File: src/rtl/bit_count_ctrl_pkg.sv
// bit_count_pkg: types shared by the bit-count controller slice.
// State enum, default datapath width and watchdog sizing helper.
package bit_count_pkg;

   localparam int WIDTH_DEF = 4;

   typedef enum logic [2:0] {
      IDLE,
      SHIFT,
      DRAIN,
      DONE,
      ERR
   } state_t;

   // Counter width that can hold the value w.
   function automatic int cw_of(input int w);
      return $clog2(w + 1);
   endfunction

endpackage

File: src/rtl/bit_count_ctrl_if.sv
// bit_count_ctrl_if: controller <-> datapath/consumer signals.
// master = controller (drives strobes/status), slave = environment.
interface bit_count_ctrl_if;

   logic s;
   logic z;
   logic a;
   logic Ack;
   logic LA;
   logic LB;
   logic EA;
   logic EB;
   logic Busy;
   logic Done;
   logic Err;

   modport master (
      input  s, z, a, Ack,
      output LA, LB, EA, EB, Busy, Done, Err
   );

   modport slave (
      output s, z, a, Ack,
      input  LA, LB, EA, EB, Busy, Done, Err
   );

endinterface

File: src/rtl/bit_count_ctrl_watchdog.sv
// bc_watchdog: saturating shift counter for the bit-count controller.
// Ports: Clk, Resetn, clr, en in; expired out (count == WIDTH).
module bc_watchdog
   import bit_count_pkg::*;
#(
   parameter int WIDTH = WIDTH_DEF,
   parameter int CW    = cw_of(WIDTH)
) (
   input  logic Clk,
   input  logic Resetn,
   input  logic clr,
   input  logic en,
   output logic expired
);

   localparam logic [CW-1:0] LIMIT = CW'(WIDTH);

   logic [CW-1:0] cnt;

   always_ff @(posedge Clk or negedge Resetn) begin
      if (!Resetn) begin
         cnt <= '0;
      end else if (clr) begin
         cnt <= '0;
      end else if (en && cnt != LIMIT) begin
         cnt <= cnt + 1'b1;
      end
   end

   assign expired = (cnt == LIMIT);

endmodule

File: src/rtl/bit_count_ctrl.sv
// bit_count_ctrl: sequences the shift-and-count datapath, Done/Ack out.
// Ports: Clk, Resetn, bus (master: s,z,a,Ack in; LA,LB,EA,EB,Busy,Done,Err out).
module bit_count_ctrl
   import bit_count_pkg::*;
#(
   parameter int WIDTH = WIDTH_DEF,
   parameter int CW    = cw_of(WIDTH)
) (
   input  logic             Clk,
   input  logic             Resetn,
   bit_count_ctrl_if.master bus
);

   state_t state;
   state_t nxt;

   logic start;
   logic wd_exp;
   logic ea_q;
   logic busy_q;
   logic done_q;
   logic err_q;

   assign start = (state == IDLE) && bus.s;

   bc_watchdog #(
      .WIDTH (WIDTH),
      .CW    (CW)
   ) u_wd (
      .Clk     (Clk),
      .Resetn  (Resetn),
      .clr     (start),
      .en      (state == SHIFT),
      .expired (wd_exp)
   );

   // A zero flag wins over an expiring watchdog: a full-width
   // value reaches zero in the same cycle the counter saturates.
   always_comb begin
      nxt = state;
      unique case (state)
         IDLE:  if (bus.s) nxt = SHIFT;
         SHIFT: begin
            if (bus.z)       nxt = DRAIN;
            else if (wd_exp) nxt = ERR;
         end
         DRAIN: nxt = DONE;
         DONE:  if (bus.Ack) nxt = IDLE;
         ERR:   if (bus.Ack) nxt = IDLE;
         default: nxt = IDLE;
      endcase
   end

   // Moore outputs are registered from the next state so they
   // change only on the clock edge, aligned with the state.
   always_ff @(posedge Clk or negedge Resetn) begin
      if (!Resetn) begin
         state  <= IDLE;
         ea_q   <= 1'b0;
         busy_q <= 1'b0;
         done_q <= 1'b0;
         err_q  <= 1'b0;
      end else begin
         state  <= nxt;
         ea_q   <= (nxt == SHIFT);
         busy_q <= (nxt == SHIFT) || (nxt == DRAIN);
         done_q <= (nxt == DONE);
         err_q  <= (nxt == ERR);
      end
   end

   // Load/clear are gated by reset so s cannot leak through.
   assign bus.LA   = Resetn && start;
   assign bus.LB   = Resetn && start;
   assign bus.EA   = ea_q;
   assign bus.EB   = ((state == SHIFT) || (state == DRAIN)) && bus.a;
   assign bus.Busy = busy_q;
   assign bus.Done = done_q;
   assign bus.Err  = err_q;

endmodule

File: src/flat_wrapper.sv
// flat-port wrapper written by rule: the top's interface ports become plain ports
module bit_count_ctrl_flat import bit_count_pkg::*;
#(
   parameter int WIDTH = WIDTH_DEF,
   parameter int CW    = cw_of(WIDTH)
)
  (Clk, Resetn, bus_s, bus_z, bus_a, bus_Ack, bus_LA, bus_LB, bus_EA, bus_EB, bus_Busy, bus_Done, bus_Err);
  bit_count_ctrl_if bus_i ();
  input  logic Clk;
  input  logic Resetn;
  input wire logic [$bits(bus_i.s)-1:0] bus_s;
  input wire logic [$bits(bus_i.z)-1:0] bus_z;
  input wire logic [$bits(bus_i.a)-1:0] bus_a;
  input wire logic [$bits(bus_i.Ack)-1:0] bus_Ack;
  output wire logic [$bits(bus_i.LA)-1:0] bus_LA;
  output wire logic [$bits(bus_i.LB)-1:0] bus_LB;
  output wire logic [$bits(bus_i.EA)-1:0] bus_EA;
  output wire logic [$bits(bus_i.EB)-1:0] bus_EB;
  output wire logic [$bits(bus_i.Busy)-1:0] bus_Busy;
  output wire logic [$bits(bus_i.Done)-1:0] bus_Done;
  output wire logic [$bits(bus_i.Err)-1:0] bus_Err;
  assign bus_i.s = bus_s;
  assign bus_i.z = bus_z;
  assign bus_i.a = bus_a;
  assign bus_i.Ack = bus_Ack;
  assign bus_LA = bus_i.LA;
  assign bus_LB = bus_i.LB;
  assign bus_EA = bus_i.EA;
  assign bus_EB = bus_i.EB;
  assign bus_Busy = bus_i.Busy;
  assign bus_Done = bus_i.Done;
  assign bus_Err = bus_i.Err;
  bit_count_ctrl #(.WIDTH(WIDTH), .CW(CW)) u_core (.Clk(Clk), .Resetn(Resetn), .bus(bus_i));
endmodule
File: config.mk
export PLATFORM = sky130hd
export DESIGN_NAME = bit_count_ctrl_flat
export DESIGN_NICKNAME = d
export VERILOG_FILES = /design/src/rtl/bit_count_ctrl_pkg.sv /design/src/rtl/bit_count_ctrl_if.sv /design/src/rtl/bit_count_ctrl_watchdog.sv /design/src/rtl/bit_count_ctrl.sv /design/src/flat_wrapper.sv
export SDC_FILE = /design/constraint.sdc
export NUM_CORES = 1
export LEC_CHECK = 0
export ABC_AREA = 1
export CELL_PAD_IN_SITES_DETAIL_PLACEMENT = 1
export CELL_PAD_IN_SITES_GLOBAL_PLACEMENT = 1
export CORE_AREA = 10 10 49 51
export CTS_BUF_LIST = sky130_fd_sc_hd__clkbuf_8
export CTS_CLUSTER_SIZE = 8
export DETAILED_ROUTE_END_ITERATION = 8
export DIE_AREA = 0 0 59 61
export PLACE_DENSITY = 0.8
export RECOVER_POWER = 50
export SETUP_SLACK_MARGIN = 0.5
export SLEW_MARGIN = 5
export SYNTH_ARGS = -nofsm -noshare
export SYNTH_HDL_FRONTEND = slang
export SYNTH_SLANG_ARGS = --single-unit
export TNS_END_PERCENT = 20
File: constraint.sdc
create_clock -name Clk -period 1.36 [get_ports Clk]
set_input_delay 0.204 -clock Clk [delete_from_list [all_inputs] [get_ports Clk]]
set_output_delay 0.204 -clock Clk [all_outputs]
set_load 0.1 [all_outputs]
Word level (Yosys, flattened, before mapping)

Cells that the tools add are included.

Memory bits (writable): 0
Flip-flop bits (word level): 10
Memory bits (read-only): 0
Memories kept: 0
Latch bits: 0
Output and inout port bits: 7
Bits of input ports: 6
Word-level logic and storage cells: 33

Magnitude comparators: 0
Reductions and logical operators: 9
Muxes and demuxes: 7
Eq/ne operators: 10
Bitwise logic cells: 0
Div/mod/pow operators: 0
Shifts and indexed selects: 0
$mul: 0
Add/sub/neg operators: 1

Operators with widths:

| operator                                       | number |
|---|---|
| two-way mux 3 bit                              | 6 |
| == test 3 x 2 -> 1 bit (second input constant) | 4 |
| case mux 3 bit (4 select lines)                | 1 |
| == test 3 bit (second input constant)          | 3 |
| == test 3 x 1 -> 1 bit (second input constant) | 2 |
| logical AND 1 bit                              | 4 |
| adder 3 x 1 -> 3 bit (second input constant)   | 1 |
| zero test 3 bit                                | 1 |
| inequality test 3 bit (second input constant)  | 1 |
| logical OR 1 bit                               | 2 |
| nonzero test 2 bit                             | 1 |
| OR reduction 2 bit                             | 1 |

Logic depth before layout (Yosys ltp)

Gate-level depths: netlist (run 1).

Depth in word-level cells: 6
Depth in mapped cells: 7
Gate-level depth less buffers: 7

Modules after synthesis

From an unflattened synthesis (run 1), not the netlist that was laid out.

Cells, all modules: 62
Area total of the unflattened synthesis: 515.5 sq um

Modules (own cells, without submodules):

| module         | instances | cells an instance | sequential area each (sq um) | area an instance (sq um) |
|---|---|---|---|---|
| bit_count_ctrl | 1         | 37                | 175.2                        | 330.3 |
| bc_watchdog    | 1         | 25                | 75.1                         | 185.2 |

Least setup slack after synthesis (run 1)

Ideal clock, no wire load.

Path kind: reg-to-output
Start point: register u_core.state[2]
End point: output port bus_EB
Data arrival time: 2,843 ps
Required time: 1,156 ps
Setup slack: -1,687 ps
Stages on the path, launching flop included: 4
Buffers on the path: 0
Cell sequence: dfrtp_1 > nor2_2 > nand2_2 > a21boi_0

Longest elaborated chain between the ends: 3
Elaborated cells between the ends (all ways): 4
Those cells by class: 2 x eq/ne; 2 x reduce/logical

Ends and longest elaborated chain:

| element                                                                 | RTL line             | text |
|---|---|---|
| from (decl)                                                             | bit_count_ctrl.sv:14 | `state_t state;` |
| from (signal assigned)                                                  | bit_count_ctrl.sv:64 | `state <= nxt;` |
| == test 3 x 1 -> 1 bit / == test 3 x 2 -> 1 bit (equally long branches) | bit_count_ctrl.sv:76 | `assign bus.EB = ((state == SHIFT) \|\| (state == DRAIN)) && bus.a;` |
| logical OR 1 bit (*)                                                    | bit_count_ctrl.sv:76 |  |
| logical AND 1 bit (*)                                                   | bit_count_ctrl.sv:76 |  |
| to (decl)                                                               | flat_wrapper.sv:18   | `output wire logic [$bits(bus_i.EB)-1:0] bus_EB;` |

Every way passes the cells marked *; elsewhere a longest branch is shown, timed or not.

Final worst setup path (run 1)

Ends and elaborated chain as after synthesis.

==> impl_metrics.yaml, run 1 <==
run_status:
  status: "complete, but fails checks"
  violations: "negative setup slack"
clock_tree:
  numCtsBuffers: 3
  cts.reportedPaths.clkPinSlew_ps: 50
  clk-insertion-delay-late_ps: 240
  cts_tree: "done"
  root_buffer: "clkbuf_8"
  ctsHtreeMaxLevel: 1
  clkSinkCount: 10
  clk_path_buf_depth: 2
sta:
  slew_headroom_pct: 73.30
  finalCriticalPeriod_ps: 1479
  setup_viol: 3
  grt_setup_unrepaired: "true"
  hold_violations: 0
  worst_slack_ps: -118.6
  finalCritPeriodShare_pct: 108.7
  worst_pin_slew_ps: 396.3
  worst_clock_skew_ps: 5.470
  slew_violations: 0
  fin_setup_tns_ps: -321.1
  max_freq_mhz: 676.3
yosys:
  ys_seq_elements: 10
  syn_area_sq_um: 488.0
  ys_warn_count: 0
  ys_seq_area_share_pct: 51.28
  synthCells: 55
  postSynthAreaPerCell_sq_um: 8.872
  yosys.cell_types.count: 16
  synth_fp_nets: 63
global_routing:
  overflow: 0
  grt_pass1_wl_um: 2359
  antenna_found_initial: 0
  gr-usage-all-layers_pct: 8.795
  grt_pass1_vias: 481
  grt_max_degree: 11
placement:
  preCtsSetupSlack_ps: -22.09
  place_hpwl_um: 998.8
  port-buffer-count: 12
  place_congestion: 0.7612
  dp_cells: 85
  place_area_sq_um: 724.4
setup_path:
  crit_fanout: 4
  cp-end-kind: "output port"
  max_stage_delay_ps: 430
  worstPathRequired_ps: 1160
  cp_top_family: "flip-flops"
  crit_arrival_ps: 1270
  startpoint_type: "flip-flop"
  cpMaxStageDelayCell: "dfrtp_2"
  worstSetupPathType: "reg2out"
  path_cells: "nor2_4 -> nand2_2 -> a21boi_2 -> buf_12"
  cp_num_buf_inv: 1
floorplanning:
  ios: 13
  rows: 14
  die_h_um: 61
  die_w_um: 59
  core_area_sq_um: 1471
  start_util_pct: 33.16
  dieArea_sq_um: 3599
route:
  firstDrtPassIters: 1
  drt_iter0_drc: 0
  wl_um: 1395
  vias: 445
  detail-route-antenna-nets: 0
  avgRoutedWirePerCell_um: 15.16
  viasPerCell: 4.837
  drc: 0
run:
  drv_cap: 0
cells_and_area:
  drive_gt1_share_pct: 52.63
  fin_nets: 85
  area.growth.synth_to_final_pct: 78.97
  diodes: 0
  layout.cells.non_filler: 92
  fin_area_sq_um: 873.3
  final_util_pct: 59.35
pwr:
  p_sw_share_pct: 48.55
  pwr-share-clk_pct: 15.7
  leakagePower_nw: 0.4443
  ir_drop_v: 0.001252
  p_per_area_nw_per_um2: 2734
  switchingPower_w: 0.001159
  p_int_w: 0.001229
  seqPwrFrac_pct: 22.5
  combPwrFrac_pct: 61.8
hold_path:
  hp-class: "in2async"
worst reg2reg max path, stage by stage, from the launching register on:
cell     delay [ps]
dfrtp_2         430
nor2_4          130
nand2_2          80
buf_6           140
nor2_4          150
nand2_2         100
nand3_2          70
metrics by stage:
step,hold WS (ps),total power [W]
after detailed placement,533.7,0.001802
final,294.8,0.002388
after global placement,524.3,0.001754
after CTS,295.6,0.002335
after floorplan,-91.59,0.001333
after global routing,323.1,0.002536
path summary, 6_finish.rpt:
kind                                     from                 end  slack (ps)  depth (start not counted)
max                           u_core.state[2]              bus_EB        -120                          4
min                                    Resetn     u_core.state[1]         290                          2
max reg2reg                   u_core.state[2]     u_core.state[0]         190                          6
min reg2reg                u_core.u_wd.cnt[0]  u_core.u_wd.cnt[0]         550                          2
max in group asynchronous              Resetn     u_core.state[0]         910                          2
min in group Clk           u_core.u_wd.cnt[0]  u_core.u_wd.cnt[0]         550                          2
cells in the mapped netlist (all sizes together):
| cell | count | area share (%) |
|---|---|---|
| xor2 | 1 | 1.8 |
| dfrtp | 10 | 51 |
| buf | 1 | 1.5 |
| nand2 | 11 | 9.5 |
| ha | 2 | 5.1 |
| nand3 | 10 | 11 |
| o21ai | 3 | 3.1 |
| nor2 | 5 | 5.9 |
| a21boi | 1 | 1.5 |
| nand4 | 1 | 1.3 |
| inv | 10 | 7.7 |
what timing repair did:
action / 4_1_cts / 5_1_grt
hold buffers: 0 / 0
resized for setup: 16 / 8
pin swaps: 10 / 15
endpoints found under the setup margin: 17 / 17
setup buffers: 2 / 1
registers in the layout, indices dropped and copies added (netlist names):
signal / cells
u_core.bus.Busy: 1
u_core.bus.Done: 1
u_core.state: 3
u_core.bus.Err: 1
u_core.u_wd.cnt: 3
u_core.bus.EA: 1
per-layer routing:
layer | wire (um) | global-route usage [%]
met1 | 519 | 8.639
met2 | 788 | 15.77
met3 | 76 | 3.758
met4 | 10 | 3.934
met5 | 0 | 0
placed cells by master, fill, tap and decap left out:
cell type	count
o21ai_2	2
ha_1	1
inv_4	1
nand2_1	7
inv_2	3
nand4_1	1
dfrtp_2	2
clkdlybuf4s50_1	5
nand2_2	2
nor2_2	1
o21ai_0	1
ha_4	1
buf_12	7
inv_1	6
clkbuf_8	4
nor2_4	3
xor2_1	1
buf_4	5
a21boi_2	1
nand3_2	5
nor2_1	1
nand3_1	5
dfrtp_1	8
buf_6	1
nand2_4	2
power by group through the flow:
stage	logic, W	registers (W)	clock network, W
detailed placement	0.00127	0.000532	0
CTS	0.00142	0.000537	0.000381
floorplan	0.000537	0.000796	0
global route	0.00159	0.000554	0.000391
global placement	0.00123	0.000523	0
finish	0.00148	0.000538	0.000375
cells by family (layout without fill, tap and decap cells):
logic type | count (synthesis) | after routing | share of synthesized area (%)
buffers and inverters | 11 | 32 | 9.232
and+or+nand+nor | 27 | 27 | 27.95
adders and majority gates | 2 | 2 | 5.127
DFF | 10 | 10 | 51.28
AOI/OAI and AO/OA | 4 | 4 | 4.615
xor gates and xnor gates | 1 | 1 | 1.795
cell type report:
cell class	instances	area (sq um)
Multi-Input combinational cell	34	266.5
Tap cell	16	20.02
Inverter	10	40.04
Clock buffer	4	55.05
Fill cell	165	598.1
Sequential cell	10	252.7
Timing Repair Buffer	18	239.0
Note: power is estimated with default switching activity, not from simulation.
==> inputs of run 2 (changes only) <==
--- a/config.mk
+++ b/config.mk
@@ -16,6 +16,7 @@
 export PLACE_DENSITY = 0.8
 export RECOVER_POWER = 50
 export SETUP_SLACK_MARGIN = 0.5
+export SKIP_CTS_REPAIR_TIMING = 1
 export SLEW_MARGIN = 5
 export SYNTH_ARGS = -nofsm -noshare
 export SYNTH_HDL_FRONTEND = slang
==> constraint.sdc (replaced) <==
create_clock -name Clk -period 1.36 [get_ports Clk]
set_input_delay 0.272 -clock Clk [delete_from_list [all_inputs] [get_ports Clk]]
set_output_delay 0.272 -clock Clk [all_outputs]
set_load 0.1 [all_outputs]
==> run 2 against run 1 <==
The flow still finishes with violations (negative setup slack). Worst setup slack worse by 74 ps. Clock power hardly changed. Register-to-register slack worse by 130 ps. Critical path type unchanged. Largest power group unchanged.
==> impl_metrics.yaml, run 2 (same netlist as run 1, synthesis figures left out) <==
floorplanning:
  ios: 13
  die_w_um: 59
  core_area_sq_um: 1471
  rows: 14
  die_h_um: 61
  start_util_pct: 33.16
  dieArea_sq_um: 3599
pwr:
  ir_drop_v: 0.001019
  p_total_w: 0.002317
  leakagePower_nw: 0.4308
  p_per_area_nw_per_um2: 2776
run_status:
  violations: "negative setup slack"
  status: "complete, but fails checks"
sta:
  worst_slack_ps: -192.5
  hold_slack_ps: 353.6
  slew_violations: 0
  finalCritPeriodShare_pct: 114.2
  grt_setup_unrepaired: "true"
  slew_headroom_pct: 86.27
  setup_viol: 3
  max_freq_mhz: 644.1
  hold_violations: 0
  finalCriticalPeriod_ps: 1552
  worst_clock_skew_ps: 4.715
  worst_pin_slew_ps: 204.6
placement:
  preCtsSetupSlack_ps: -167.6
  port-buffer-count: 12
  place_hpwl_um: 1109
  place_area_sq_um: 739.5
  place_congestion: 0.7778
cells_and_area:
  final_util_pct: 56.72
  fin_area_sq_um: 834.6
  top_regs: "u_core.state x3, u_core.u_wd.cnt x3"
  fillCellCount: 170
  final_cell_mix: "9 x inv_1, 9 x nand2_1, 9 x dfrtp_1"
  area.growth.synth_to_final_pct: 71.03
  drive_gt1_share_pct: 37.97
  fin_nets: 88
  diodes: 0
clock_tree:
  clk-insertion-delay-late_ps: 240
  root_buffer: "clkbuf_8"
  cts.reportedPaths.clkPinSlew_ps: 50
  clk_path_buf_depth: 2
  numCtsBuffers: 3
  clkSinkCount: 10
  ctsHtreeMaxLevel: 1
  cts_tree: "done"
global_routing:
  overflow: 0
  grt_pass1_vias: 483
  gr-usage-all-layers_pct: 8.503
  antenna_found_initial: 0
  grt_pass1_wl_um: 2304
  grt_max_degree: 11
setup_path:
  crit_fanout: 3
  cpMaxStageDelayCell: "dfrtp_1"
  worstPathRequired_ps: 1090
  cp-end-kind: "output port"
  startpoint_type: "flip-flop"
  r2r-start: "u_core.state[1]"
  crit_arrival_ps: 1280
  startpoint: "u_core.state[1]"
  worstSetupPathType: "reg2out"
  max_stage_delay_ps: 410
  path_cells: "inv_2 -> nor2_1 -> nand2_1 -> a21boi_2 -> buf_12"
route:
  firstDrtPassIters: 2
  avgRoutedWirePerCell_um: 14.18
  viasPerCell: 4.789
  vias: 455
  drc: 0
  drt_iter0_drc: 1
  detail-route-antenna-nets: 0
  wl_um: 1347
hold_path:
  hp-class: "in2async"
run:
  drv_cap: 0
-- run 2: changes by cell type in the layout (fill, tap and decap cells not counted), moves of 2 or more --
cell,delta
inv_2,-2
nand3_1,+3
inv_1,+3
nand3_2,-3
nand2_1,+2
buf_4,+3
o21ai_2,-2
nand2_4,-2
-- run 2: critical path, delay by kind of cell, from the launching register on --
family | cells | cell delay (ps)
buffers and inverters | 2 | 240
AOI/OAI and AO/OA | 1 | 170
DFF | 1 | 410
and+or+nand+nor | 2 | 210
-- run 2: power breakdown --
group | leakage [nW] | internal, W | switching (W) | total [W]
sequential | 0.127 | 0.000417 | 0.000113 | 0.000529
combinational | 0.275 | 0.000554 | 0.000860 | 0.00141
clock | 0.0288 | 0.000255 | 0.000119 | 0.000374
total | 0.431 | 0.00123 | 0.00109 | 0.00232
-- run 2: final cells by class --
type | count | area, sq um | area share [%]
clock buffers | 4 | 55.05 | 6.597
inverters | 10 | 37.54 | 4.498
multi-input cells | 34 | 209.0 | 25.04
flip-flops and latches | 10 | 251.5 | 30.13
well taps | 16 | 20.02 | 2.399
repair buffers | 21 | 261.5 | 31.33
-- run 2: path summary, 6_finish.rpt --
path	endpoint	slack (ps)	cells after the start
max	bus_EB	-190	5
min	u_core.bus.Done	350	2
max reg2reg	u_core.state[0]	60	7
min reg2reg	u_core.u_wd.cnt[0]	550	2
max in group asynchronous	u_core.state[0]	850	2
min in group Clk	u_core.u_wd.cnt[0]	550	2
-- run 2: metrics by stage --
| step | setup TNS (ps) | std cells |
|---|---|---|
| final | -574.5 | 95 |
| after floorplan | -1006 | 55 |
| after CTS | -649.9 | 91 |
| after global placement | -306.4 | 87 |
| after global routing | -769.5 | 95 |
| after detailed placement | -357.6 | 87 |
-- run 2: routing by layer --
| layer | share of wire (%) | global-route usage [%] | wire [um] | vias to the layer above |
|---|---|---|---|---|
| li1 | - | - | - | 220 |
| met1 | 40 | 8.768 | 534 | 222 |
| met2 | 54 | 15.02 | 733 | 11 |
| met3 | 5.3 | 3.758 | 72 | 2 |
| met4 | 0.52 | 2.951 | 7 | 0 |
| met5 | 0 | 0 | 0 | - |
